File: src/rtl/trace_skew_cmp.sv
// Lockstep comparator for two redundant trace streams. The leading stream is
// buffered in a small FIFO so the streams may drift up to DEPTH entries apart.
module trace_skew_cmp #(
   parameter int DATA_W = 36,
   parameter int DEPTH  = 4,
   parameter int CNT_W  = 16
) (
   input  logic                       clk,
   input  logic                       resetn,
   input  logic                       valid_a,
   input  logic [DATA_W-1:0]          data_a,
   input  logic                       valid_b,
   input  logic [DATA_W-1:0]          data_b,
   input  logic [DATA_W-1:0]          cmp_mask,
   input  logic                       clear,
   output logic                       mismatch,
   output logic                       err,
   output logic [DATA_W-1:0]          err_data_a,
   output logic [DATA_W-1:0]          err_data_b,
   output logic                       overflow,
   output logic [CNT_W-1:0]           match_count,
   output logic [$clog2(DEPTH):0]     skew,
   output logic                       lead_b
);

   localparam int PTR_W = $clog2(DEPTH);
   localparam int SKW_W = PTR_W + 1;
   localparam logic [SKW_W-1:0] FULL = SKW_W'(DEPTH);

   logic [DATA_W-1:0] mem [DEPTH];

   logic [PTR_W-1:0]  head_reg, tail_reg;
   logic [SKW_W-1:0]  count_reg, count_next;
   logic              lead_b_reg, lead_b_next;
   logic              mismatch_reg, err_reg, overflow_reg;
   logic [DATA_W-1:0] err_data_a_reg, err_data_b_reg;
   logic [CNT_W-1:0]  match_count_reg;

   logic              push, pop, do_cmp, ovf_set, equal;
   logic [DATA_W-1:0] push_word, op_a, op_b, head_word;
   logic              lead_v, trail_v;
   logic [DATA_W-1:0] lead_word;

   assign head_word = mem[head_reg];
   assign lead_v    = lead_b_reg ? valid_b : valid_a;
   assign trail_v   = lead_b_reg ? valid_a : valid_b;
   assign lead_word = lead_b_reg ? data_b : data_a;
   assign equal     = ((op_a ^ op_b) & cmp_mask) == '0;

   always_comb begin
      push        = 1'b0;
      pop         = 1'b0;
      do_cmp      = 1'b0;
      ovf_set     = 1'b0;
      push_word   = lead_word;
      lead_b_next = lead_b_reg;
      op_a        = data_a;
      op_b        = data_b;
      if (!clear) begin
         if (count_reg == '0) begin
            if (valid_a && valid_b) begin
               do_cmp = 1'b1;
            end else if (valid_a) begin
               push        = 1'b1;
               push_word   = data_a;
               lead_b_next = 1'b0;
            end else if (valid_b) begin
               push        = 1'b1;
               push_word   = data_b;
               lead_b_next = 1'b1;
            end
         end else begin
            // The buffered head always belongs to the leading stream.
            if (lead_b_reg) op_b = head_word;
            else            op_a = head_word;
            if (trail_v) begin
               pop    = 1'b1;
               do_cmp = 1'b1;
               push   = lead_v;
            end else if (lead_v) begin
               if (count_reg < FULL) push    = 1'b1;
               else                  ovf_set = 1'b1;
            end
         end
      end
   end

   always_comb begin
      count_next = count_reg;
      if (push && !pop)      count_next = count_reg + SKW_W'(1);
      else if (pop && !push) count_next = count_reg - SKW_W'(1);
   end

   always_ff @(posedge clk) begin
      if (push) mem[tail_reg] <= push_word;
   end

   always_ff @(posedge clk or negedge resetn) begin
      if (!resetn) begin
         head_reg        <= '0;
         tail_reg        <= '0;
         count_reg       <= '0;
         lead_b_reg      <= 1'b0;
         mismatch_reg    <= 1'b0;
         err_reg         <= 1'b0;
         overflow_reg    <= 1'b0;
         err_data_a_reg  <= '0;
         err_data_b_reg  <= '0;
         match_count_reg <= '0;
      end else if (clear) begin
         head_reg        <= '0;
         tail_reg        <= '0;
         count_reg       <= '0;
         lead_b_reg      <= 1'b0;
         mismatch_reg    <= 1'b0;
         err_reg         <= 1'b0;
         overflow_reg    <= 1'b0;
         err_data_a_reg  <= '0;
         err_data_b_reg  <= '0;
         match_count_reg <= '0;
      end else begin
         if (push) tail_reg <= tail_reg + PTR_W'(1);
         if (pop)  head_reg <= head_reg + PTR_W'(1);
         count_reg    <= count_next;
         lead_b_reg   <= lead_b_next;
         mismatch_reg <= do_cmp && !equal;
         if (ovf_set) overflow_reg <= 1'b1;
         if (do_cmp && equal && match_count_reg != '1)
            match_count_reg <= match_count_reg + CNT_W'(1);
         if (do_cmp && !equal) begin
            err_reg <= 1'b1;
            if (!err_reg) begin
               err_data_a_reg <= op_a;
               err_data_b_reg <= op_b;
            end
         end
      end
   end

   assign mismatch    = mismatch_reg;
   assign err         = err_reg;
   assign err_data_a  = err_data_a_reg;
   assign err_data_b  = err_data_b_reg;
   assign overflow    = overflow_reg;
   assign match_count = match_count_reg;
   assign skew        = count_reg;
   assign lead_b      = lead_b_reg;

endmodule
File: config.mk
export PLATFORM = sky130hd
export DESIGN_NAME = trace_skew_cmp
export DESIGN_NICKNAME = d
export VERILOG_FILES = /design/src/rtl/trace_skew_cmp.sv
export SDC_FILE = /design/constraint.sdc
export NUM_CORES = 1
export LEC_CHECK = 0
export CAP_MARGIN = 20
export CORE_ASPECT_RATIO = 1.25
export CORE_UTILIZATION = 49
export CTS_BUF_LIST = sky130_fd_sc_hd__clkbuf_16
export DETAILED_ROUTE_END_ITERATION = 10
export PLACE_DENSITY = 0.78
export SYNTH_ARGS = -nofsm -noshare
export SYNTH_HDL_FRONTEND = slang
export SYNTH_SLANG_ARGS = --single-unit
File: constraint.sdc
create_clock -name clk -period 2.8 [get_ports clk]
set_input_delay 0.42 -clock clk [delete_from_list [all_inputs] [get_ports clk]]
set_output_delay 0.42 -clock clk [all_outputs]
set_load 0.05 [all_outputs]
==> reports/qor.yml <==
clkSlewWorstSetupHoldPaths_ns: 0.06
maxCapViolCount: 0
synth_xor_area_frac: 0.0513
synth.avg_cell_area_um2: 12.2
drc_errors: 0
gr-usage-all-layers: 0.294
synth_edf_count: 144
io_buffers: 207
synth_top_area_frac: 0.333
nets: 1507
status: "complete, but fails checks"
layout_setup_ws_ns: -0.470
violations: "negative setup slack"
pre_cts_ws_ns: -0.610
setup_violations: 89
cts_tree: "yes"
dr_wl_met3_um: 2870
utilization: 0.679
cp_num_buf_inv: 6
cpMaxStageDelayCell: "mux4_2"
place_area_mm2: 0.0167
die_y_um: 184
critPathRequiredTime_ns: 3.24
setup.worst_path.start_class: "flip-flop"
worstHoldPathType: "in2async"
ir_drop_uv: 513
synth_fp_nets: 1185
whs_ns: 0.0213
via_per_inst: 5.93
finalInstanceArea_mm2: 0.0177
synth_common_cells: "edfxtp_1 (144), mux2i_1 (104), dfrtp_1 (99)"
end_kind: "flip-flop"
synth-compound-area-share: 0.0887
synthesis.area_mm2: 0.0130
yosysTopAreaCell: "edfxtp_1"
area_growth_pct: 36.1
coreArea_mm2: 0.0260
max_slew.worst_pin.slew_ns: 0.944
htree_levels: 1
synth_top_family_by_area: "multiplexers"
initial_core_util: 0.499
clk_path_buf_depth: 3
die-area_mm2: 0.0272
grt_first_pass_wirelength_um: 59700
rsz0062_at_grt: "yes"
finalCritPeriodShare: 1.17
dr.pass1.iters: 5
pwr_density_cell_mw_per_mm2: 907
largest_reg_flops: 144
p_leak_nw: 6.86
path_class: "reg2reg"
cp_max_fo: 22
gp_routability_congestion: 0.909
cp.arrival_ns: 3.71
synth_cell_types: 52
io_pins: 208
ys_warn_count: 0
synthMuxAreaShare: 0.183
slowest_delay_ns: 0.51
crit_path_cell_trace: "buf_12, buf_4, mux4_2, a222oi_1, nor2_1, nor3_1, buf_4, nand4_1, buf_6, o21ai_4, buf_12, buf_12, mux2i_2"
root_buffer: "clkbuf_16"
clk_latency_ns: 0.54
hold_viol_final: 0
drv_slew: 0
num_rows: 66
slew_headroom: 0.371
fin_skew_ns: 0.0216
critical-path-top-delay-family: "buffers and inverters"
ys_seq_area_frac: 0.524
grt_overflow: 0
crit_top_cell: "buf_12"
antenna_found_initial: 9
grt_max_degree: 78
fp.dieW_um: 148
synthAdderAreaFrac: 0.00829
synth_most_common_cell: "edfxtp_1"
period_needed_ns: 3.27
max_freq_mhz: 306
synthSimpleGateAreaFrac: 0.113
routed-wl-met2_um: 19000
ant_nets: 0
hpwlAfterDp_um: 28800
wl_met1_um: 16100
layout-drive-gt1-share: 0.224
ys_async_sr_fraction: 0.407
synthTopCellsByArea: "edfxtp_1 (33%), dfrtp_1 (19%), mux2i_1 (8.0%)"
netlist_instances: 1064
maxUsedRoutingLayer: "met4"
synth-seq-cells: 243
clock_sinks: 243
wl_per_cell_um: 22.7
cts_buffers: 25
cts.hold.buffers_added: 0
grt_pass1_vias: 10300
drt_iter0_drc: 797
vias: 10400
tns_ns: -32.49
fillers: 1881
wirelength_um: 39800
ys.flop_type: "edfxtp_1"
[metrics by stage]
step	std cells	total power (W)
4_1_cts	1741	0.0159
5_1_grt	1753	0.0167
6_report	1754	0.0160
3_5_place_dp	1692	0.0124
2_1_floorplan	1064	0.00926
3_3_place_gp	1692	0.0122
[worst reg2reg max path, stage by stage (launching register included)]
cell      delay, ns
dfrtp_2        0.41
buf_12         0.19
buf_4          0.14
mux4_2         0.51
a222oi_1       0.38
nor2_1         0.07
nor3_1         0.21
buf_4          0.16
nand4_1        0.11
buf_6          0.21
o21ai_4        0.18
buf_12         0.19
buf_12         0.17
mux2i_2        0.23
[cell usage in the layout, fill, tap and decap left out, types with 4 or more instances in the layout]
master           synthesis  routed
nor2_1                  41      38
nand4_1                 10      10
edfxtp_1               144     144
mux2i_1                104     103
or3_1                   62      62
o31ai_1                  5       5
clkdlybuf4s50_1          0     204
a21oi_1                 20      19
dfrtp_2                  0       5
nor3_1                  14      11
o21ai_0                 40      39
mux2_2                  47      47
and4_1                   5       5
nand2b_1                15      15
diode_2                  0      10
xor2_1                  37      37
clkbuf_16                0      25
o221ai_1                 5       5
and2_1                   8       4
o22ai_1                  8       7
or4_1                    5       5
buf_4                   10     139
mux4_2                  36      36
dfrtp_1                 99      94
xnor2_1                 39      39
inv_1                   11      16
buf_6                    2       6
buf_12                   0      25
ha_1                     7       7
bufinv_16                0       5
nand2_1                 90      90
nor2b_1                 14      14
nand3_1                  7       7
o211ai_1                82      82
[layout make-up]
class,instances,area (µm²),area share
sequential,243,6810,0.385
multi-input combinational,729,5860,0.331
timing repair buffer,375,3660,0.207
clock buffer,25,626,0.0354
tap,340,425,0.0241
clock inverter,20,224,0.0127
inverter,12,47.5,0.00269
antenna,10,25.0,0.00142
[where the power goes]
group / switching [W] / internal (W) / leakage [nW]
Combinational: 0.00431 / 0.00340 / 3.77
Sequential: 0.000287 / 0.00457 / 2.66
Clock: 0.00137 / 0.00208 / 0.427
[what timing repair did]
| action | 4_1_cts | 5_1_grt |
|---|---|---|
| gates resized for setup | 8 | 6 |
| pin swaps | 1 | 1 |
| buffers inserted | 4 | 2 |
| endpoints found under the setup margin | 90 | 95 |
[kinds of logic after synthesis]
| kind of cell | after synthesis |
|---|---|
| AND/OR/NAND/NOR | 285 |
| flip-flops | 243 |
| multiplexers | 187 |
| AO/OA/AOI/OAI | 173 |
| buffers and inverters | 92 |
| XOR/XNOR | 76 |
| adder cells (fa/ha/maj) | 8 |
[worst paths after layout]
check / start / to / slack (ns) / cells past startpoint
worst max-delay path: head_reg[0]$_DFFE_PN0P_ / err_data_a[33]$_DFFE_PN0P_ / -0.47 / 13
worst min-delay path: resetn / tail_reg[0]$_DFFE_PN0P_ / 0.02 / 1
worst max register to register: head_reg[0]$_DFFE_PN0P_ / err_data_a[33]$_DFFE_PN0P_ / -0.47 / 13
worst min register to register: overflow$_DFFE_PN0P_ / overflow$_DFFE_PN0P_ / 0.53 / 2
max in group asynchronous: resetn / err_data_b[31]$_DFFE_PN0P_ / 2.06 / 2
min in group clk: clear / head_reg[0]$_DFFE_PN0P_ / 0.31 / 3
[metal layers]
layer / up-vias / GRT usage
met5: - / 0
met4: 0 / 0.138
met3: 95 / 0.0427
met2: 464 / 0.473
met1: 5166 / 0.393
li1: 4671 / -
Note: power is estimated with default switching activity, not from simulation.
